## src/rtl/shift_normalizer.sv

```systemverilog
// Sequential normalizer: shifts an operand one position per cycle until the target bit is 1.
// Optional SHIFT_NORM_FAST_EN enables two-position steps while the two nearest bits are zero.
module shift_normalizer #(
  parameter int WIDTH = 8,
  parameter int AMT_W = 3
) (
  input  logic             clk_i,
  input  logic             rst_ni,
  input  logic             start_i,
  input  logic [WIDTH-1:0] a_i,
  input  logic             dir_i,
  output logic             busy_o,
  output logic             done_o,
  output logic [WIDTH-1:0] y_o,
  output logic [AMT_W-1:0] amt_o,
  output logic             zero_o
);

  typedef enum logic [1:0] {
    IDLE  = 2'd0,
    SHIFT = 2'd1,
    DONE  = 2'd2
  } state_e;

  localparam logic [AMT_W-1:0] CNT_MAX = AMT_W'(WIDTH - 1);
  localparam logic [AMT_W-1:0] CNT_ONE = AMT_W'(1);

  state_e           state_q, state_d;
  logic [WIDTH-1:0] sr_q, sr_d;
  logic [AMT_W-1:0] cnt_q, cnt_d;
  logic             dir_q, dir_d;
  logic             zr_q, zr_d;
  logic [WIDTH-1:0] y_q, y_d;
  logic [AMT_W-1:0] amt_q, amt_d;
  logic             zero_q, zero_d;
  logic             busy_q, busy_d;
  logic             done_q, done_d;

  logic             tgt_bit;
  logic             stop;
  logic             load_res;

`ifdef SHIFT_NORM_FAST_EN
  localparam logic [AMT_W-1:0] CNT_FAST_MAX = AMT_W'(WIDTH - 3);
  localparam logic [AMT_W-1:0] CNT_TWO      = AMT_W'(2);
  logic [1:0] near2;
  logic       fast_ok;
`endif

  assign tgt_bit = dir_q ? sr_q[0] : sr_q[WIDTH-1];
  assign stop    = zr_q | tgt_bit | (cnt_q == CNT_MAX);

`ifdef SHIFT_NORM_FAST_EN
  assign near2   = dir_q ? sr_q[1:0] : sr_q[WIDTH-1:WIDTH-2];
  assign fast_ok = (near2 == 2'b00) && (cnt_q <= CNT_FAST_MAX);
`endif

  always_comb begin
    state_d = state_q;
    sr_d    = sr_q;
    cnt_d   = cnt_q;
    dir_d   = dir_q;
    zr_d    = zr_q;
    case (state_q)
      IDLE: begin
        if (start_i) begin
          sr_d    = a_i;
          dir_d   = dir_i;
          cnt_d   = '0;
          zr_d    = (a_i == '0);
          state_d = SHIFT;
        end
      end
      SHIFT: begin
        if (stop) begin
          state_d = DONE;
`ifdef SHIFT_NORM_FAST_EN
        end else if (fast_ok) begin
          sr_d  = dir_q ? {2'b00, sr_q[WIDTH-1:2]} : {sr_q[WIDTH-3:0], 2'b00};
          cnt_d = cnt_q + CNT_TWO;
`endif
        end else begin
          sr_d  = dir_q ? {1'b0, sr_q[WIDTH-1:1]} : {sr_q[WIDTH-2:0], 1'b0};
          cnt_d = cnt_q + CNT_ONE;
        end
      end
      DONE: begin
        state_d = IDLE;
      end
      default: begin
        state_d = IDLE;
      end
    endcase
  end

  // Result registers capture on the SHIFT->DONE transition and hold until the next one.
  always_comb begin
    load_res = (state_q == SHIFT) && (state_d == DONE);
    y_d      = load_res ? sr_q : y_q;
    amt_d    = load_res ? cnt_q : amt_q;
    zero_d   = load_res ? zr_q : zero_q;
    busy_d   = (state_d != IDLE);
    done_d   = (state_d == DONE);
  end

  always_ff @(posedge clk_i or negedge rst_ni) begin
    if (!rst_ni) begin
      state_q <= IDLE;
      sr_q    <= '0;
      cnt_q   <= '0;
      dir_q   <= 1'b0;
      zr_q    <= 1'b0;
      y_q     <= '0;
      amt_q   <= '0;
      zero_q  <= 1'b0;
      busy_q  <= 1'b0;
      done_q  <= 1'b0;
    end else begin
      state_q <= state_d;
      sr_q    <= sr_d;
      cnt_q   <= cnt_d;
      dir_q   <= dir_d;
      zr_q    <= zr_d;
      y_q     <= y_d;
      amt_q   <= amt_d;
      zero_q  <= zero_d;
      busy_q  <= busy_d;
      done_q  <= done_d;
    end
  end

  assign busy_o = busy_q;
  assign done_o = done_q;
  assign y_o    = y_q;
  assign amt_o  = amt_q;
  assign zero_o = zero_q;

endmodule

```

## config.mk

```make
export PLATFORM = sky130hd
export DESIGN_NAME = shift_normalizer
export DESIGN_NICKNAME = d
export VERILOG_FILES = /design/src/rtl/shift_normalizer.sv
export SDC_FILE = /design/constraint.sdc
export NUM_CORES = 1
export LEC_CHECK = 0
export ABC_AREA = 1
export BUFFER_PORTS_ARGS = -buffer_cell sky130_fd_sc_hd__buf_2
export CORE_MARGIN = 5
export CORE_UTILIZATION = 48
export DETAILED_ROUTE_END_ITERATION = 12
export GPL_TIMING_DRIVEN = 1
export MAX_ROUTING_LAYER = met4
export PLACE_DENSITY_LB_ADDON = 0.12
export SETUP_SLACK_MARGIN = 0.5
export SLEW_MARGIN = 20
export SYNTH_ARGS = -nofsm -noshare
export SYNTH_HDL_FRONTEND = slang
export SYNTH_SLANG_ARGS = --single-unit
```

## constraint.sdc

```tcl
create_clock -name clk_i -period 1.6 [get_ports clk_i]
set_clock_uncertainty 0.15 [all_clocks]
set_input_delay 0.08 -clock clk_i [delete_from_list [all_inputs] [get_ports clk_i]]
set_output_delay 0.08 -clock clk_i [all_outputs]
set_load 0.01 [all_outputs]
```

==> flow_summary.json <==
{
  "outcome": "finished, violations left",
  "violations": "setup timing",
  "fin_nets": 237,
  "coreArea_um2": 2710,
  "cts_max_path_buffers": 2,
  "synthesis.instances": 166,
  "tightest_slew_ns": 0.6373,
  "syn2layout_area_growth_pct": 52.57,
  "final_layout_size_suffix_gt1_share_pct": 43.30,
  "p_comb_share_pct": 52.6,
  "grt_pass1_vias": 1197,
  "die_area_um2": 3948,
  "clock_sinks": 29,
  "wl_met2_um": 1821,
  "synth_area_um2": 1340,
  "ys_ff_latch": 29,
  "ys_warn_count": 0,
  "whs_ns": 0.1478,
  "syn_nets": 180,
  "clockPowerShare_pct": 17.6,
  "max_freq_ghz": 0.6239,
  "place.gp.congestion": 0.8866,
  "synth_top_area_share_pct": 54.15,
  "cts_made_buffers": 5,
  "swShare_pct": 41.78,
  "insertion_delay_ns": 0.33,
  "drt-pass1-iter-count": 4,
  "synthTopCellsByArea": "dfrtp_1, nand2_1, nand3_1",
  "ioPinCount": 26,
  "post-route-min-period_ns": 1.603,
  "dr_wl_met3_um": 196,
  "clk_pin_slew_worst_paths_ns": 0.10,
  "report.final.setup_viol": 2,
  "internal-power_mw": 2.500,
  "synthDistinctLibCells": 17,
  "cts_tree": "yes",
  "grt_pass1_wl_um": 5333,
  "drv_slew": 0,
  "relSlewSlack_pct": 57.51,
  "switchingPower_mw": 1.794,
  "crit_fanout": 7,
  "port_buffers": 25,
  "die_h_um": 62.84,
  "final_hold_viol_count": 0,
  "overflow": 0,
  "reg2reg_to": "y_o[4]$_DFFE_PN0P_",
  "max-cap-violations": 0,
  "crit_required_ns": 1.67,
  "drc": 0,
  "hold_path_class": "primary input to async pin",
  "n_antenna_cell": 0,
  "drt-met1-wl_um": 1492,
  "synth_area_leader_cell": "dfrtp_1",
  "die_w_um": 62.84,
  "r2r_setup_slack_ns": -0.003,
  "grt_max_degree": 30,
  "rsz0062_at_grt": "true",
  "cts_root_buf": "clkbuf_4",
  "reg2regPathDepth": 7,
  "setup_ws_ns": -0.002806,
  "post-dp-hpwl_um": 2113,
  "crit_path_start_kind": "flop",
  "htree_levels": 2,
  "grt_usage_pct": 17.78,
  "yosysSeqAreaShare_pct": 54.15,
  "r2r-start": "cnt_q[1]$_DFFE_PN0P_",
  "antenna_found_initial": 0,
  "top_layer": "met4",
  "cp-end-kind": "flop",
  "p_leak_nw": 1.114,
  "power_density_nw_per_um2": 2100,
  "routedWlPerCell_um": 13.96,
  "initial_core_util_pct": 49.45,
  "vias": 1297,
  "avgViaCountPerCell": 5.086,
  "drt_wl_total_um": 3560,
  "period_share_pct": 100.2,
  "cp.arrival_ns": 1.68,
  "peakVddDrop_uv": 1767,
  "final_antenna_net_count": 0,
  "dp_slack_ns": 0.03822,
  "avgSynthCellArea_um2": 8.073,
  "seq_power_share_pct": 29.8,
  "row_count": 19,
  "path_class": "flop to flop",
  "final_util_pct": 75.44,
  "drtIter0Drc": 69,
  "fillers": 203
}
==> placed cells by master, fill, tap and decap left out <==
master,count
buf_12,1
buf_2,25
buf_4,14
buf_6,4
bufinv_16,2
clkbuf_16,1
clkbuf_4,5
clkinv_2,1
dfrtp_1,29
dlygate4sd3_1,11
ha_2,1
ha_4,1
inv_1,9
inv_2,3
inv_4,2
nand2_1,59
nand2_2,14
nand2_4,4
nand3_1,4
nand3_2,11
nand4_4,1
nor2_1,4
nor2_2,1
nor2_4,2
o211ai_1,4
o21ai_0,4
o21ai_1,3
o21ai_2,4
==> critical path: stages, from the launching register on <==
cell and delay (ns):
dfrtp_1 0.41, ha_2 0.20, ha_4 0.16, nor2_4 0.11, nand3_2 0.10, nand2_4 0.13, clkbuf_16 0.17, o21ai_2 0.05
==> how the worst max path moves through the flow <==
stage | cells past startpoint | endpoint | start
finish | 7 | y_o[4]$_DFFE_PN0P_ | cnt_q[1]$_DFFE_PN0P_
global route | 8 | y_o[1]$_DFFE_PN0P_ | cnt_q[1]$_DFFE_PN0P_
CTS | 8 | cnt_q[0]$_DFFE_PN0P_ | cnt_q[1]$_DFFE_PN0P_
detailed placement | 7 | sr_q[1]$_DFFE_PN0P_ | cnt_q[1]$_DFFE_PN0P_
global placement | 7 | sr_q[4]$_DFFE_PN0P_ | cnt_q[1]$_DFFE_PN0P_
floorplan | 9 | amt_o[2]$_DFFE_PN0P_ | cnt_q[1]$_DFFE_PN0P_
==> synthesized netlist by cell type <==
cell type / instances
nand2_1: 76
inv_1: 12
dfrtp_1: 29
o21ai_0: 5
inv_4: 1
buf_4: 2
ha_1: 2
buf_6: 1
inv_2: 1
nand4_2: 1
nor2_2: 1
nor2_1: 6
buf_2: 3
nand3_1: 15
o21ai_1: 6
nand2_2: 1
o211ai_1: 4
==> layer usage <==
metal	up-vias	global-route usage, %
met5	-	-
met4	0	7.958
met3	6	5.036
met2	37	26.42
met1	613	22.49
li1	641	-
==> cells by family after synthesis <==
logic type	Yosys count	share of synthesized area [%]
buffers and inverters	20	7.189
and+or+nand+nor	100	30.44
AOI/OAI and AO/OA	15	6.349
DFF	29	54.16
adders and majority gates	2	1.867
==> state kept, by name, indices dropped and copies added (netlist names) <==
register,count
amt_o,3
busy_o,1
cnt_q,3
dir_q,1
done_o,1
sr_q,8
state_q,2
y_o,8
zero_o,1
zr_q,1
==> cell type report <==
type,instances,area (um2),area share [%]
inverters,14,57.56,2.815
clock buffers,5,37.54,1.836
clock inverters,3,65.06,3.182
flip-flops and latches,29,725.7,35.50
well taps,31,38.79,1.897
repair buffers,56,430.4,21.05
multi-input cells,117,689.4,33.72
==> power groups by stage <==
stage	Combinational (mW)	Sequential, mW	Clock [mW]
after floorplan	1.06	1.29	0
after global placement	1.56	1.25	0
after detailed placement	1.59	1.26	0
after CTS	1.76	1.24	0.771
after global routing	2.50	1.32	0.806
final	2.26	1.28	0.757
==> timing repair <==
action / CTS / global route
endpoints found under the setup margin: 35 / 43
buffers inserted: 6 / 6
gates cloned: 0 / 1
hold buffers: 11 / 0
resized for setup: 7 / 38
pin swaps: 3 / 19
hold endpoints to repair: 40 / 0
==> through the flow <==
step / cell area [um2] / setup TNS, ns / total power [mW] / instances
floorplan: 1378 / 0 / 2.357 / 166
global placement: 1558 / 0 / 2.805 / 223
detailed placement: 1558 / 0 / 2.856 / 223
CTS: 1841 / 0 / 3.780 / 248
global route: 2044 / -0.2501 / 4.620 / 255
finish: 2044 / -0.003383 / 4.294 / 255
No activity file was read; power rests on OpenSTA's default activity.
